<file path="src/rtl/gshare_branch_predictor_pkg.sv">
// Shared types and constants for the gshare branch predictor.
// These are the predictor additions to the LC-3b type set:
//   lc3b_word    - 16-bit machine word (PCs)
//   bp_entry_t   - in-flight checkpoint {PHT index, prediction, spec history}
//   BP_CTR_INIT  - reset value of a PHT counter (weakly not-taken)
// The BP_* widths size bp_entry_t and must track the IDX_BITS / GHR_BITS /
// CTR_BITS parameters of the gshare_branch_predictor instance.
package gshare_branch_predictor_pkg;

    typedef logic [15:0] lc3b_word;

    localparam int BP_IDX_BITS = 5;
    localparam int BP_GHR_BITS = 5;
    localparam int BP_CTR_BITS = 2;

    // Weakly not-taken: MSB clear, every lower bit set (01 for 2-bit).
    function automatic int ctr_init(input int bits);
        return (1 << (bits - 1)) - 1;
    endfunction

    localparam int BP_CTR_INIT = ctr_init(BP_CTR_BITS);

    typedef struct packed {
        logic [BP_IDX_BITS-1:0] idx;
        logic                   pred;
        logic [BP_GHR_BITS-1:0] ghr;
    } bp_entry_t;

endpackage

</file>
<file path="src/rtl/bp_inflight_fifo.sv">
// Circular queue holding one checkpoint per unresolved branch.
// Ports:
//   clk, reset  - clock, synchronous active-high reset
//   push, push_data - enqueue at tail (ignored when full)
//   pop         - dequeue head (ignored when empty)
//   clear       - synchronous discard of all entries; wins over push/pop
//   head_data   - oldest entry (undefined contents when empty)
//   count, full, empty - occupancy
// Pointers wrap modulo DEPTH, which must be a power of two.
module bp_inflight_fifo #(
    parameter int WIDTH = 11,
    parameter int DEPTH = 4
) (
    input  logic                       clk,
    input  logic                       reset,
    input  logic                       push,
    input  logic [WIDTH-1:0]           push_data,
    input  logic                       pop,
    input  logic                       clear,
    output logic [WIDTH-1:0]           head_data,
    output logic [$clog2(DEPTH+1)-1:0] count,
    output logic                       full,
    output logic                       empty
);

    localparam int PTR_W = $clog2(DEPTH);
    localparam int CNT_W = $clog2(DEPTH + 1);

    logic [WIDTH-1:0] mem [DEPTH];
    logic [PTR_W-1:0] head_ptr;
    logic [PTR_W-1:0] tail_ptr;
    logic             push_ok;
    logic             pop_ok;

    assign full      = (count == CNT_W'(DEPTH));
    assign empty     = (count == '0);
    assign push_ok   = push & ~full;
    assign pop_ok    = pop & ~empty;
    assign head_data = mem[head_ptr];

    // Storage needs no reset: count gates every read that matters.
    always_ff @(posedge clk) begin
        if (push_ok) begin
            mem[tail_ptr] <= push_data;
        end
    end

    always_ff @(posedge clk) begin
        if (reset || clear) begin
            head_ptr <= '0;
            tail_ptr <= '0;
            count    <= '0;
        end else begin
            if (push_ok) begin
                tail_ptr <= tail_ptr + PTR_W'(1);
            end
            if (pop_ok) begin
                head_ptr <= head_ptr + PTR_W'(1);
            end
            case ({push_ok, pop_ok})
                2'b10:   count <= count + CNT_W'(1);
                2'b01:   count <= count - CNT_W'(1);
                default: count <= count;
            endcase
        end
    end

endmodule

</file>
<file path="src/rtl/gshare_branch_predictor.sv">
// gshare conditional-branch predictor with in-flight checkpoint queue.
// Predicts at IF (combinational), checkpoints {idx, pred, ghr_spec} per
// accepted fetch, resolves oldest-first at WB, trains the PHT on resolve and
// restores speculative history on mispredict or flush.
// Ports:
//   clk, reset        - clock, synchronous active-high reset (highest priority)
//   fetch_pc          - PC in IF
//   fetch_valid       - IF holds a conditional branch and advances
//   predict_taken     - prediction for fetch_pc
//   resolve_valid     - oldest in-flight branch resolves this cycle
//   resolve_taken     - its actual direction
//   resolve_pred      - stored prediction of the oldest entry (0 when empty)
//   mispredict        - resolve disagrees with its stored prediction
//   flush             - non-branch redirect; discards all in-flight entries
//   inflight_count, full, empty - queue occupancy
//   stat_branches, stat_mispredicts - saturating 16-bit statistics
// Build option: define PREDICTOR_STATS_EN to build the statistics counters;
// otherwise both statistics outputs are tied to zero.
module gshare_branch_predictor
    import gshare_branch_predictor_pkg::*;
#(
    parameter int IDX_BITS       = BP_IDX_BITS,
    parameter int CTR_BITS       = BP_CTR_BITS,
    parameter int GHR_BITS       = BP_GHR_BITS,
    parameter int INFLIGHT_DEPTH = 4
) (
    input  logic                                clk,
    input  logic                                reset,
    input  lc3b_word                            fetch_pc,
    input  logic                                fetch_valid,
    output logic                                predict_taken,
    input  logic                                resolve_valid,
    input  logic                                resolve_taken,
    output logic                                resolve_pred,
    output logic                                mispredict,
    input  logic                                flush,
    output logic [$clog2(INFLIGHT_DEPTH+1)-1:0] inflight_count,
    output logic                                full,
    output logic                                empty,
    output logic [15:0]                         stat_branches,
    output logic [15:0]                         stat_mispredicts
);

    localparam int                 PHT_SIZE = 1 << IDX_BITS;
    localparam logic [CTR_BITS-1:0] CTR_INIT = CTR_BITS'(ctr_init(CTR_BITS));
    localparam logic [CTR_BITS-1:0] CTR_MAX  = '1;

    logic [CTR_BITS-1:0] pht [PHT_SIZE];
    logic [GHR_BITS-1:0] ghr_spec;
    logic [GHR_BITS-1:0] ghr_commit;
    logic [GHR_BITS-1:0] ghr_commit_next;
    logic [GHR_BITS-1:0] head_ghr;
    logic [IDX_BITS-1:0] idx;
    logic [IDX_BITS-1:0] head_idx;
    logic [CTR_BITS-1:0] head_ctr;
    logic                resolve_fire;
    logic                fetch_accept;
    logic                queue_clear;
    bp_entry_t           push_entry;
    bp_entry_t           head;
    logic                unused_pc_bits;

    // PC bit 0 is always zero (word-aligned), upper bits fall outside the PHT.
    assign unused_pc_bits = ^{fetch_pc[15:IDX_BITS+1], fetch_pc[0]};

    assign idx           = fetch_pc[IDX_BITS:1] ^ IDX_BITS'(ghr_spec);
    assign predict_taken = pht[idx][CTR_BITS-1];

    assign resolve_fire  = resolve_valid & ~empty;
    assign resolve_pred  = ~empty & head.pred;
    assign mispredict    = resolve_fire & (resolve_taken != head.pred);
    assign fetch_accept  = fetch_valid & ~full & ~flush & ~mispredict;
    // A mispredict makes every younger entry wrong-path.
    assign queue_clear   = mispredict | flush;

    assign head_idx = IDX_BITS'(head.idx);
    assign head_ghr = GHR_BITS'(head.ghr);
    assign head_ctr = pht[head_idx];

    always_comb begin
        push_entry      = '0;
        push_entry.idx  = BP_IDX_BITS'(idx);
        push_entry.pred = predict_taken;
        push_entry.ghr  = BP_GHR_BITS'(ghr_spec);
    end

    // Committed history after this cycle's resolve; a flush copies it so a
    // same-cycle correct resolve is already included.
    assign ghr_commit_next = resolve_fire ? {ghr_commit[GHR_BITS-2:0], resolve_taken}
                                          : ghr_commit;

    bp_inflight_fifo #(
        .WIDTH ($bits(bp_entry_t)),
        .DEPTH (INFLIGHT_DEPTH)
    ) u_fifo (
        .clk       (clk),
        .reset     (reset),
        .push      (fetch_accept),
        .push_data (push_entry),
        .pop       (resolve_fire),
        .clear     (queue_clear),
        .head_data (head),
        .count     (inflight_count),
        .full      (full),
        .empty     (empty)
    );

    // PHT training: saturating up/down on the resolving branch's counter.
    // No read bypass: a same-cycle prediction sees the old value.
    always_ff @(posedge clk) begin
        if (reset) begin
            for (int i = 0; i < PHT_SIZE; i++) begin
                pht[i] <= CTR_INIT;
            end
        end else if (resolve_fire) begin
            if (resolve_taken && head_ctr != CTR_MAX) begin
                pht[head_idx] <= head_ctr + CTR_BITS'(1);
            end else if (!resolve_taken && head_ctr != '0) begin
                pht[head_idx] <= head_ctr - CTR_BITS'(1);
            end
        end
    end

    always_ff @(posedge clk) begin
        if (reset) begin
            ghr_spec   <= '0;
            ghr_commit <= '0;
        end else begin
            ghr_commit <= ghr_commit_next;
            // Mispredict recovery rebuilds history from the checkpoint; it
            // matches the flush rule when both occur.
            if (mispredict) begin
                ghr_spec <= {head_ghr[GHR_BITS-2:0], resolve_taken};
            end else if (flush) begin
                ghr_spec <= ghr_commit_next;
            end else if (fetch_accept) begin
                ghr_spec <= {ghr_spec[GHR_BITS-2:0], predict_taken};
            end
        end
    end

`ifdef PREDICTOR_STATS_EN
    always_ff @(posedge clk) begin
        if (reset) begin
            stat_branches    <= '0;
            stat_mispredicts <= '0;
        end else begin
            if (resolve_fire && stat_branches != 16'hFFFF) begin
                stat_branches <= stat_branches + 16'd1;
            end
            if (mispredict && stat_mispredicts != 16'hFFFF) begin
                stat_mispredicts <= stat_mispredicts + 16'd1;
            end
        end
    end
`else
    assign stat_branches    = '0;
    assign stat_mispredicts = '0;
`endif

endmodule

</file>
<file path="config.mk">
export PLATFORM = sky130hd
export DESIGN_NAME = gshare_branch_predictor
export DESIGN_NICKNAME = d
export VERILOG_FILES = /design/src/rtl/gshare_branch_predictor_pkg.sv /design/src/rtl/bp_inflight_fifo.sv /design/src/rtl/gshare_branch_predictor.sv
export SDC_FILE = /design/constraint.sdc
export NUM_CORES = 1
export LEC_CHECK = 0
export ABC_AREA = 1
export CORE_MARGIN = 3
export CORE_UTILIZATION = 60
export CTS_BUF_LIST = sky130_fd_sc_hd__clkbuf_2
export DETAILED_ROUTE_END_ITERATION = 8
export DONT_BUFFER_PORTS = 1
export HOLD_SLACK_MARGIN = 0.08
export MAX_ROUTING_LAYER = met4
export PLACE_DENSITY = 0.73
export SYNTH_ARGS = -nofsm -noshare
export SYNTH_HDL_FRONTEND = slang
export SYNTH_SLANG_ARGS = --single-unit
</file>
<file path="constraint.sdc">
create_clock -name clk -period 3.5 [get_ports clk]
set_input_delay 0.175 -clock clk [delete_from_list [all_inputs] [get_ports clk]]
set_output_delay 0.175 -clock clk [all_outputs]
set_load 0.01 [all_outputs]
</file>
* After elaboration in Yosys (flattened, before gate mapping)
Memory sizes are Yosys's and may differ from the RTL's. A register that Yosys moved wholly into a read port is not among the register bits.
Cells that the tools add are included.
** Storage, ports and cells
- Flip-flop bits (word level) :: 17
- Latch bits :: 0
- RAM bits :: 108
- Bits in read-only memories :: 0
- Input bits :: 22
- Output and inout bits :: 40
- Word-level logic and storage cells :: 66
- Memories kept :: 2
** Cells by class
- Add/subtract/negate cells :: 6
- Multipliers :: 0
- Div/mod/pow operators :: 0
- Magnitude comparators :: 0
- Eq/ne operators :: 5
- Shift-type cells :: 0
- Multiplexer cells :: 24
- Bitwise logic cells :: 15
- Reduce and logical (&&, ||, !) cells :: 9
** Memories
- pht :: words 32, width 2, rd ports 2, clocked after memory_dff 0, wr ports 32, RTL line gshare_branch_predictor.sv:48 : logic [CTR_BITS-1:0] pht [PHT_SIZE];
- u_fifo.mem :: words 4, width 11, rd ports 1, clocked after memory_dff 1, wr ports 1, RTL line bp_inflight_fifo.sv:29 : logic [WIDTH-1:0] mem [DEPTH];
** Operator list (count)
- 5-bit 2-to-1 mux :: 5
- 1-bit 2-to-1 mux :: 14
- 1-bit AND :: 8
- 2-bit 2-to-1 mux :: 4
- 2-bit by 1-bit adder with 2-bit output, second input constant :: 3
- 3-bit one-hot mux with 2 select lines :: 1
- 5-bit bitwise XOR :: 1
- 1-bit inverter :: 4
- 2-bit nonzero test :: 2
- 3-bit by 1-bit adder with 3-bit output, second input constant :: 1
- 3-bit equality test, second input constant :: 1
- 3-bit logical NOT :: 1
- 3-bit nonzero test :: 1
- 3-bit by 1-bit subtractor with 3-bit output, second input constant :: 1
- 2-bit by 1-bit equality test with 1-bit output, second input constant :: 1
- 2-bit equality test, second input constant :: 1
- 1-bit logical AND :: 2
- 2-bit inequality test, second input constant :: 1
- 1-bit OR :: 2
- 2-bit OR reduction :: 1
- 2-bit by 1-bit subtractor with 2-bit output, second input constant :: 1
- 1-bit logical NOT :: 1
- 1-bit logical OR :: 1
- 1-bit inequality test :: 1

* Depth between registers and ports, before layout
Gate-level depths: netlist (run 1).
An unclocked memory read counts as a cell.
- Word-level depth :: 11
- Gate-level depth with buffers :: 21
- Depth with buffers taken out :: 18

* Modules after synthesis
A second synthesis (run 1) with hierarchy kept.
** Second synthesis, totals
- Cells, all modules :: 784
- Area total of the unflattened synthesis :: 6830.3 µm²
** Modules (own cells, without submodules)
- gshare_branch_predictor :: instances 1, cells each 606, area each 4669.5 µm², seq. area each 2122.0 µm²
- bp_inflight_fifo :: instances 1, cells each 178, area each 2160.8 µm², seq. area each 1501.4 µm²

* Worst setup path before layout (run 1)
Ideal clock, no wire load.
- Path type :: reg2reg
- Start point :: register (tool-made name)
- End point :: register u_fifo.count[2]
- Library setup time :: 116 ps
- Arrival time :: 2435 ps
- Data required time :: 3384 ps
- Path slack :: 949 ps
- Stages on the path, launching flop included :: 16
- Buffers on the path :: 2
- Period minus slack after synthesis :: 2551 ps
- Path through :: dfxtp_1 buf_4 clkbuf_1 nand2_1 nand3_1 nand2_1 nand2_1 nand3_1 nand3_1 ha_1 inv_1 fa_1 a21oi_1 o21ai_0 xor2_1 nor2_1
** RTL lines
- end signal: assignment :: RTL line bp_inflight_fifo.sv:61 : 2'b10: count <= count + CNT_W'(1);
- end signal: assignment :: RTL line bp_inflight_fifo.sv:62 : 2'b01: count <= count - CNT_W'(1);
- end signal: assignment :: RTL line bp_inflight_fifo.sv:63 : default: count <= count;
- end: declaration :: RTL line bp_inflight_fifo.sv:21 : output logic [$clog2(DEPTH+1)-1:0] count,

* Final worst setup path (run 1)
- Start point :: register ghr_spec[1]
- End point :: output port predict_taken
** On the way
- Longest elaborated chain between the ends :: 2
** RTL lines
- start: declaration :: RTL line gshare_branch_predictor.sv:49 : logic [GHR_BITS-1:0] ghr_spec;
- start signal: assignment :: RTL line gshare_branch_predictor.sv:133 : ghr_spec <= {head_ghr[GHR_BITS-2:0], resolve_taken};
- start signal: assignment :: RTL line gshare_branch_predictor.sv:135 : ghr_spec <= ghr_commit_next;
- start signal: assignment :: RTL line gshare_branch_predictor.sv:137 : ghr_spec <= {ghr_spec[GHR_BITS-2:0], predict_taken};
- 5-bit bitwise XOR :: RTL line gshare_branch_predictor.sv:66 : assign idx = fetch_pc[IDX_BITS:1] ^ IDX_BITS'(ghr_spec);
- via idx[1] :: RTL line gshare_branch_predictor.sv:53 : logic [IDX_BITS-1:0] idx;
- memory 32 x 2 bit
- end: declaration :: RTL line gshare_branch_predictor.sv:31 : output logic predict_taken,
The timed path passes the listed nets, and every way through them passes these cells.

==> results_dict.tcl, run 1 <==
set metrics [dict create \
    dieHeight_um 112 \
    peakVddDrop_uv 278 \
    worstPathRequired_ns 3.32 \
    setup-violations-final 0 \
    clk_pin_slew_ns 0.21 \
    syn_avg_cell_area_um2 8.58 \
    setup_tns_ns 0 \
    die_area_um2 12600 \
    syn_to_final_growth_pct 4.83 \
    critPathMaxFanout 12 \
    num_vias 5474 \
    cts-root-buf "clkbuf_2" \
    cts_setup_buffers 0 \
    holdWs_ns 0.185 \
    wl_per_cell_um 16.4 \
    routed_wl_um 15600 \
    final_nets 828 \
    drv_slew 0 \
    post-dp-hpwl_um 10400 \
    clock_latency_ns 0.71 \
    num_rows 38 \
    critPathMaxStageDelay_ns 0.49 \
    critical_path.most_common_cell "nand3_1" \
    syn-instance-count 792 \
    crit_chain "xnor2_1 -> clkinv_1 -> o211ai_1 -> nand3_1 -> nand3_1 -> nand2_1 -> o21ai_0 -> inv_1" \
    path_class "flip-flop to output port" \
    hp-start "fetch_pc[3]" \
    yosysSeqAreaShare 0.516 \
    worst_slew_pin_slew_ns 0.658 \
    drv_cap 0 \
    start_util 0.621 \
    drive_gt1_frac 0.0972 \
    portBuffers 0 \
    final.min_clock_period_ns 3.15 \
    gp_congestion 0.865 \
    grt_first_pass_wirelength_um 26100 \
    clock_skew_ns 0.0277 \
    grt_overflow 0 \
    cts_made_buffers 17 \
    critical_path.startpoint "ghr_spec[1]$_SDFFE_PP0P_" \
    cp_slowest_cell "dfxtp_1" \
    fin_crit_sh 0.900 \
    die_width_um 112 \
    grt_setup_unrepaired "no" \
    clkSinkCount 123 \
    cts_htree_levels 4 \
    tritoncts "built" \
    grt_util_all_layers 0.272 \
    powerDensity_nw_per_um2 415 \
    clockBufferDepth 2 \
    drc_errors 0 \
    endpoint_kind "output port" \
    fmax_mhz 318 \
    ant_nets 0 \
    ys_types 35 \
    post-route-util 0.651 \
    antenna_cells 0 \
    grt_antenna_before_repair 0 \
    hp-class "primary input to flip-flop" \
    p_leak_uw 0.00287 \
    drt_pass1_iterations 8 \
    via_per_inst 5.74 \
    crit_arrival_ns 2.97 \
    initialDrtViolationCount 497 \
    yosys_warnings 0 \
    grt_pass1_vias 5333 \
    status "finished clean" \
    grt_max_degree 38 \
    coreArea_um2 10900 \
    cp-start-kind "flip-flop" \
    hold_viol 0 \
    synth.ff_latch_count 123 \
    synthesis.area_um2 6790 \
    pin_count 62 \
    maxSlewHeadroom 0.559 \
]
==> routing by layer <==
metal / track usage / part of all wire / up-vias
met3: 0.0518 / 0.090 / 23
li1: - / - / 2617
met4: 0.0929 / 0.016 / 0
met2: 0.438 / 0.48 / 280
met5: - / 0 / -
met1: 0.349 / 0.41 / 2554
==> logic make-up after synthesis <==
logic type               Yosys count  share of synthesized area
adder cells (fa/ha/maj)            6                     0.0122
AO/OA/AOI/OAI                     64                     0.0571
buffers and inverters            132                     0.0999
flip-flops                       123                      0.516
XOR/XNOR                           6                    0.00774
AND/OR/NAND/NOR                  459                      0.305
multiplexers                       1                    0.00147
other                              1                   0.000552
==> synth_stat cells <==
master    instances  area, um2
nand2_1         237        890
nor2_1           79        297
mux2i_1           1       10.0
conb_1            1       3.75
o21ai_1           4       20.0
buf_6             4       45.0
buf_1             2       7.51
inv_1            49        184
fa_1              1       20.0
o21ba_2           1       10.0
o22ai_1           4       25.0
nand3b_1         16        120
o211ai_1         20        150
nand4_1          32        200
or2_2             1       6.26
buf_2            14       70.1
xnor2_1           4       35.0
nand3_1          74        370
nand3_2           2       20.0
a31oi_1           4       25.0
nand2_4           4       45.0
edfxtp_1        104       3120
buf_4            36        270
nor2_4            8       90.1
dfxtp_1          19        380
a211oi_1          1       7.51
inv_2             5       18.8
xor2_1            2       17.5
clkinv_1          3       11.3
a21oi_1           8       40.0
clkbuf_1         19       71.3
ha_1              5       62.6
nor2_2            4       25.0
o21ai_0          22        110
nor3_1            2       10.0
==> worst max-delay path: cells and delay by family (launching register included) <==
kind	cells	cell delay, ns
buf+inv	2	0.67
compound gates	2	0.61
simple gates	3	0.32
flops	1	0.49
xor+xnor	1	0.19
==> placed cells by master, fill, tap and decap left out, types with 5 or more instances in the layout <==
cell,instances
dlygate4sd3_1,10
nand4_1,32
inv_1,49
nand2_1,237
buf_4,22
nand3_1,74
edfxtp_1,104
nor2_1,79
conb_1,32
clkinvlp_4,8
o211ai_1,20
dfxtp_1,19
a21oi_1,8
nand3b_1,16
o21ai_0,22
nor2_4,8
ha_1,5
clkbuf_2,17
==> cell type report <==
| cell class | count | area, um2 |
|---|---|---|
| fill | 926 | 3820 |
| sequential | 123 | 3500 |
| multi-input combinational | 568 | 2740 |
| timing repair buffer | 33 | 285 |
| inverter | 57 | 219 |
| tap | 140 | 175 |
| clock inverter | 15 | 116 |
| clock buffer | 17 | 85.1 |
==> where the power goes <==
| part | leakage [uW] | switching (uW) | internal [uW] |
|---|---|---|---|
| Sequential | 0.00108 | 21.7 | 1630 |
| Combinational | 0.00169 | 385 | 136 |
| Clock | 0.0000997 | 590 | 189 |
==> path summary, 6_finish.rpt <==
kind,end,slack (ns),cells past startpoint
min reg2reg,flip-flop,0.51,1
min,u_fifo.mem[2][8]$_DFFE_PP_,0.19,2
max,predict_taken,0.35,8
max reg2reg,pht[24][0]$_SDFFCE_PN1P_,0.39,18
==> sequential cells by signal (all words and copies together), names as in the netlist, named ones only <==
name             cells
ghr_commit           5
ghr_spec             5
pht                 64
u_fifo.count         3
u_fifo.head_ptr      2
u_fifo.mem          40
u_fifo.tail_ptr      2
==> stage by stage <==
| stage | instances | total power [uW] | setup slack (ns) | area, um2 |
|---|---|---|---|---|
| after floorplan | 823 | 2070 | 0.949 | 6910 |
| after CTS | 953 | 2950 | 0.316 | 7110 |
| after global routing | 953 | 3100 | 0.0280 | 7120 |
| after detailed placement | 911 | 2190 | 0.416 | 6800 |
| after global placement | 911 | 2170 | 0.495 | 6800 |
| final | 953 | 2950 | 0.351 | 7120 |
==> what timing repair did <==
action / in CTS / in global routing
hold buffers: 10 / 0
endpoints found under the setup margin: 0 / 16
gates resized for setup: 0 / 5
hold endpoints to repair: 110 / 0
(Power assumes the default switching activity.)
==> inputs of run 2 (changes only) <==
--- a/config.mk
+++ b/config.mk
@@ -5,7 +5,7 @@
 export SDC_FILE = /design/constraint.sdc
 export NUM_CORES = 1
 export LEC_CHECK = 0
-export ABC_AREA = 1
+export ABC_AREA = 0
 export CORE_MARGIN = 3
 export CORE_UTILIZATION = 60
 export CTS_BUF_LIST = sky130_fd_sc_hd__clkbuf_2
==> results_dict.tcl, run 2 <==
set metrics [dict create \
    status "finished clean" \
    coreArea_um2 10500 \
    pin_count 62 \
    setup_tns_ns 0 \
    clockBufferDepth 2 \
    dpl.cell_count 624 \
    synth_flop_cell "edfxtp_1" \
    clk_pin_slew_ns 0.20 \
    fmax_mhz 299 \
    gp_congestion 0.788 \
    num_rows 37 \
    setup-violations-final 0 \
    grt_util_all_layers 0.249 \
    reg2reg_slack_ns 0.15 \
    clock_latency_ns 0.69 \
    ff2ff_path_depth 11 \
    area.sequential_um2 3500 \
    reg2reg_to "pht[11][1]$_SDFFCE_PN0P_" \
    cts_made_buffers 17 \
    clkSinkCount 123 \
    synth.most_common_cell "edfxtp_1" \
    yosysSeqAreaShare 0.534 \
    antenna_cells 0 \
    worst_slew_pin_slew_ns 0.718 \
    initialDrtViolationCount 553 \
    hold_viol 0 \
    via_per_inst 6.32 \
    syn-instance-count 509 \
    grt_first_pass_wirelength_um 22700 \
    num_vias 4254 \
    critPathMaxFanout 35 \
    clock_skew_ns 0.0252 \
    synthesis.area_um2 6560 \
    final_cell_mix "edfxtp_1 (104), mux2i_1 (44), nor2_1 (36), and3_1 (33)" \
    peakVddDrop_uv 292 \
    hold_path_end "pht[16][0]$_SDFFCE_PN1P_" \
    grt_max_degree 45 \
    wl_per_cell_um 21.3 \
    grt_antenna_before_repair 0 \
    routed_wl_um 14300 \
    die_area_um2 12200 \
    async_flop_share 0 \
    netlist_top_cells_count "edfxtp_1 (104), mux2i_1 (44), buf_4 (37), nor2_1 (37), and3_1 (33)" \
    drt_pass1_iterations 6 \
    tritoncts "built" \
    synth_edf_count 104 \
    ys_types 40 \
    maxSlewHeadroom 0.521 \
    drv_cap 0 \
    cts_htree_levels 4 \
    ant_nets 0 \
    final_nets 552 \
    cp-start-kind "flip-flop" \
    drc_errors 0 \
    worstPathRequired_ns 3.90 \
    hp-class "primary input to flip-flop" \
    largest_register_ffs 64 \
    start_util 0.627 \
    nFillCells 772 \
    drv_slew 0 \
    yosys.area.top_type "edfxtp_1" \
    hp-start "resolve_taken" \
    reg_top3 "pht x64, u_fifo.mem x40" \
    crit_arrival_ns 3.75 \
    multi_input_area_um2 2620 \
    synth_area_leaders "edfxtp_1 (48%), mux2i_1 (6.7%), dfxtp_1 (5.8%), a41o_1 (4.9%), buf_4 (4.2%)" \
    dieHeight_um 111 \
    hold_depth 4 \
    instances_no_fill 673 \
    final.min_clock_period_ns 3.35 \
    syn_avg_cell_area_um2 12.9 \
    grt_overflow 0 \
    regMostFlops "pht" \
    path_class "flip-flop to flip-flop" \
    portBuffers 0 \
    syn_to_final_growth_pct 7.84 \
    grt_setup_unrepaired "no" \
    endpoint_kind "flip-flop" \
    die_width_um 111 \
    fin_crit_sh 0.957 \
    yosys_warnings 0 \
    cts-root-buf "clkbuf_2" \
    layout_commonest_cell "edfxtp_1" \
    synth.ff_latch_count 123 \
    post-dp-hpwl_um 9060 \
    grt_pass1_vias 4142 \
    yosys.area.top_type_share 0.476 \
    p_leak_uw 0.00274 \
    powerDensity_nw_per_um2 435 \
    drive_gt1_frac 0.158 \
]
## run 2: how the worst max path moves through the flow
stage                          from                        to  slack (ns)  depth (start not counted)
after global placement    flip-flop  pht[10][0]$_SDFFCE_PN1P_        0.21                         11
final                     flip-flop  pht[11][1]$_SDFFCE_PN0P_        0.15                         11
after detailed placement  flip-flop  pht[11][1]$_SDFFCE_PN0P_        0.17                         11
after global routing      flip-flop  pht[11][0]$_SDFFCE_PN1P_       0.008                         11
after floorplan           flip-flop  pht[13][0]$_SDFFCE_PN1P_        0.43                         13
after CTS                 flip-flop  pht[11][1]$_SDFFCE_PN0P_        0.11                         11
## run 2: cell families (layout without fill, tap and decap cells)
group                    after synthesis  in the layout  synth area share
AND/OR/NAND/NOR                      144            144             0.115
flip-flops                           123            123             0.534
buffers and inverters                 91             88            0.0856
multiplexers                          73             73             0.156
AO/OA/AOI/OAI                         59             59            0.0803
XOR/XNOR                              12             12            0.0160
adder cells (fa/ha/maj)                6              6            0.0126
other                                  1             32          0.000571
## run 2: cell type report
| cell class | count | area share |
|---|---|---|
| flip-flops and latches | 123 | 0.495 |
| multi-input cells | 326 | 0.371 |
| repair buffers | 45 | 0.0675 |
| clock inverters | 15 | 0.0248 |
| well taps | 136 | 0.0240 |
| clock buffers | 17 | 0.0120 |
| inverters | 11 | 0.00583 |
## run 2: report_power, final
part	switching (uW)	internal, uW
registers	19.5	1630
clock network	559	398
logic	286	188
## run 2: worst max-delay path: stages (launching register included)
cell and delay [ns]:
dfxtp_1 0.40, buf_12 0.15, mux4_2 0.57, buf_12 0.20, mux2i_1 0.14, mux2_2 0.28, a22oi_1 0.24, and4_4 0.30
nor3_1 0.08, a21oi_4 0.18, buf_12 0.22, a41o_1 0.25
## run 2: timing repair
item	in CTS	in global routing
setup buffers	0	0
gates resized for setup	0	3
endpoints found under the hold margin	139	1
setup endpoints to repair	0	30
hold buffers	16	1
## run 2: metal layers
| metal | wire (um) | vias to the layer above | global-route usage |
|---|---|---|---|
| met2 | 6990 | 199 | 0.380 |
| met1 | 6030 | 2114 | 0.339 |
| met5 | 0 | - | - |
| li1 | - | 1920 | - |
| met4 | 227 | 0 | 0.0747 |
| met3 | 1090 | 21 | 0.0542 |
## run 2: metrics by stage
stage | cell area, um2 | hold slack [ns] | setup WS, ns | total power, uW | utilization
after global placement | 6630 | 0.260 | 0.215 | 2100 | 0.634
after CTS | 7060 | 0.0897 | 0.113 | 3070 | 0.675
final | 7080 | 0.151 | 0.151 | 3080 | 0.676
after global routing | 7080 | 0.119 | 0.00827 | 3190 | 0.676
after floorplan | 6680 | 0.436 | 0.427 | 2030 | -
after detailed placement | 6630 | 0.261 | 0.172 | 2110 | 0.634
==> inputs of run 3 (changes only) <==
--- a/config.mk
+++ b/config.mk
@@ -6,14 +6,14 @@
 export NUM_CORES = 1
 export LEC_CHECK = 0
 export ABC_AREA = 0
+export BUFFER_PORTS_ARGS = -buffer_cell sky130_fd_sc_hd__buf_4
 export CORE_MARGIN = 3
 export CORE_UTILIZATION = 60
 export CTS_BUF_LIST = sky130_fd_sc_hd__clkbuf_2
 export DETAILED_ROUTE_END_ITERATION = 8
-export DONT_BUFFER_PORTS = 1
 export HOLD_SLACK_MARGIN = 0.08
 export MAX_ROUTING_LAYER = met4
-export PLACE_DENSITY = 0.73
+export PLACE_DENSITY = 0.78
 export SYNTH_ARGS = -nofsm -noshare
 export SYNTH_HDL_FRONTEND = slang
 export SYNTH_SLANG_ARGS = --single-unit
==> results_dict.tcl, run 3 (synthesis gave the netlist of run 2 again) <==
set metrics [dict create \
    grt_pass1_vias 4299 \
    initialDrtViolationCount 538 \
    cp.depth 8 \
    reg2reg_slack_ns 0.10 \
    clkSinkCount 123 \
    cts_htree_levels 4 \
    dieHeight_um 111 \
    ff2ff_path_depth 8 \
    finalPower_uw 2990 \
    p_leak_uw 0.00280 \
    regMostFlops "pht" \
    layout_commonest_cell "edfxtp_1" \
    drv_slew 0 \
    drv_cap 0 \
    fmax_mhz 294 \
    grt_antenna_before_repair 0 \
    cts_made_buffers 17 \
    post-route-util 0.682 \
    drt_pass1_iterations 5 \
    cp_slowest_cell "mux4_2" \
    grt_overflow 0 \
    grt_first_pass_wirelength_um 23000 \
    critical_path.most_common_cell "mux4_2" \
    post-dp-hpwl_um 8910 \
    grt_max_degree 65 \
    hold_viol 0 \
    worstPathRequired_ns 4.11 \
    cts-root-buf "clkbuf_2" \
    pin_count 62 \
    clock_latency_ns 0.68 \
    portBuffers 18 \
    start_util 0.627 \
    crit_arrival_ns 4.01 \
    gp_congestion 0.903 \
    critPathMaxStageDelay_ns 0.60 \
    p_comb_frac 0.168 \
    p_int_uw 2100 \
    clk_pin_slew_ns 0.21 \
    final.min_clock_period_ns 3.40 \
    critPathBufInv 2 \
    syn_to_final_growth_pct 8.66 \
    setup_ws_ns 0.103 \
    path_class "flip-flop to flip-flop" \
    ant_nets 0 \
    crit_end "ghr_spec[0]$_SDFFE_PP0P_" \
    cp-start-kind "flip-flop" \
    r2r_start "ghr_spec[0]$_SDFFE_PP0P_" \
    powerDensity_nw_per_um2 420 \
    num_rows 37 \
    endpoint_kind "flip-flop" \
    via_per_inst 6.46 \
    p_sw_frac 0.298 \
    largest_register_ffs 64 \
    drive_gt1_frac 0.192 \
    crit_chain "xnor2_1 -> buf_4 -> mux4_2 -> mux4_2 -> mux2_2 -> nor4_1 -> dlygate4sd3_1 -> nor2_1" \
    status "finished clean" \
    clockBufferDepth 2 \
    final_cell_mix "edfxtp_1 (104), mux2i_1 (42), buf_4 (40), nor2_1 (36), and3_1 (33)" \
    worst_slew_pin_slew_ns 0.686 \
    die_width_um 111 \
    critical_path.startpoint "ghr_spec[0]$_SDFFE_PP0P_" \
    dpl.cell_count 639 \
    critPathMaxFanout 9 \
    hp-class "primary input to flip-flop" \
    holdWs_ns 0.428 \
    drc_errors 0 \
    num_vias 4442 \
    critPathTopFamily "multiplexers" \
    tritoncts "built" \
    clock_skew_ns 0.0279 \
    coreArea_um2 10500 \
    maxSlewHeadroom 0.542 \
    p_seq_frac 0.551 \
    final_nets 566 \
    wl_per_cell_um 21.4 \
    routed_wl_um 14700 \
    die_area_um2 12200 \
    reg2reg_to "ghr_spec[0]$_SDFFE_PP0P_" \
    pwr-share-clk 0.282 \
    peakVddDrop_uv 205 \
    fin_crit_sh 0.971 \
    switching_power_uw 893 \
    place_ws_ns 0.146 \
    setup-violations-final 0 \
    instances_no_fill 688 \
    grt_util_all_layers 0.249 \
    reg_top3 "pht x64, u_fifo.mem x40" \
]
[run 3: timing repair]
item	CTS	global route
endpoints found under the setup margin	0	96
endpoints found under the hold margin	39	0
hold buffers	13	0
setup buffers	0	1
gates resized for setup	0	5
[run 3: metrics by stage]
| stage | instance area [um2] | TNS, ns |
|---|---|---|
| 5_1_grt | 7130 | -0.0146 |
| 2_1_floorplan | 6680 | 0 |
| 3_3_place_gp | 6700 | 0 |
| 6_report | 7130 | 0 |
| 3_5_place_dp | 6700 | 0 |
| 4_1_cts | 7060 | 0 |
[run 3: worst register-to-register path, cell delays in order, from the launching register on]
cell           delay [ns]
dfxtp_2              0.46
xnor2_1              0.15
buf_4                0.30
mux4_2               0.60
mux4_2               0.48
mux2_2               0.35
nor4_1               0.35
dlygate4sd3_1        0.60
nor2_1               0.04
[run 3: how the worst min path moves through the flow]
stage                                              to  cells past startpoint                startpoint  slack, ns
final                     u_fifo.mem[3][10]$_DFFE_PP_                      3               fetch_pc[5]       0.43
after global routing      u_fifo.mem[3][10]$_DFFE_PP_                      3               fetch_pc[5]       0.38
after CTS                 u_fifo.mem[3][10]$_DFFE_PP_                      3               fetch_pc[5]       0.39
after detailed placement     ghr_commit[0]$_SDFF_PP0_                      2  ghr_commit[0]$_SDFF_PP0_       0.45
after global placement       ghr_commit[0]$_SDFF_PP0_                      2  ghr_commit[0]$_SDFF_PP0_       0.45
after floorplan              ghr_commit[0]$_SDFF_PP0_                      2  ghr_commit[0]$_SDFF_PP0_       0.44
[run 3: power by group through the flow]
stage | combinational, uW | clock, uW | sequential (uW)
after detailed placement | 446 | 0 | 1680
after CTS | 460 | 850 | 1650
final | 502 | 843 | 1650
after floorplan | 356 | 0 | 1670
after global placement | 432 | 0 | 1680
after global routing | 531 | 918 | 1650
[run 3: layout make-up]
cell class	count	area (um2)
Sequential cell	123	3510
Fill cell	772	3330
Multi-Input combinational cell	326	2620
Timing Repair Buffer	59	561
Tap cell	136	170
Clock inverter	15	139
Clock buffer	17	85.1
Inverter	11	41.3
Antenna cell	1	2.50
[run 3: layer usage]
metal	track usage	up-vias	part of all wire
li1	-	1949	-
met1	0.323	2149	0.39
met2	0.383	296	0.48
met3	0.0603	48	0.10
met4	0.0961	0	0.029
met5	-	-	0
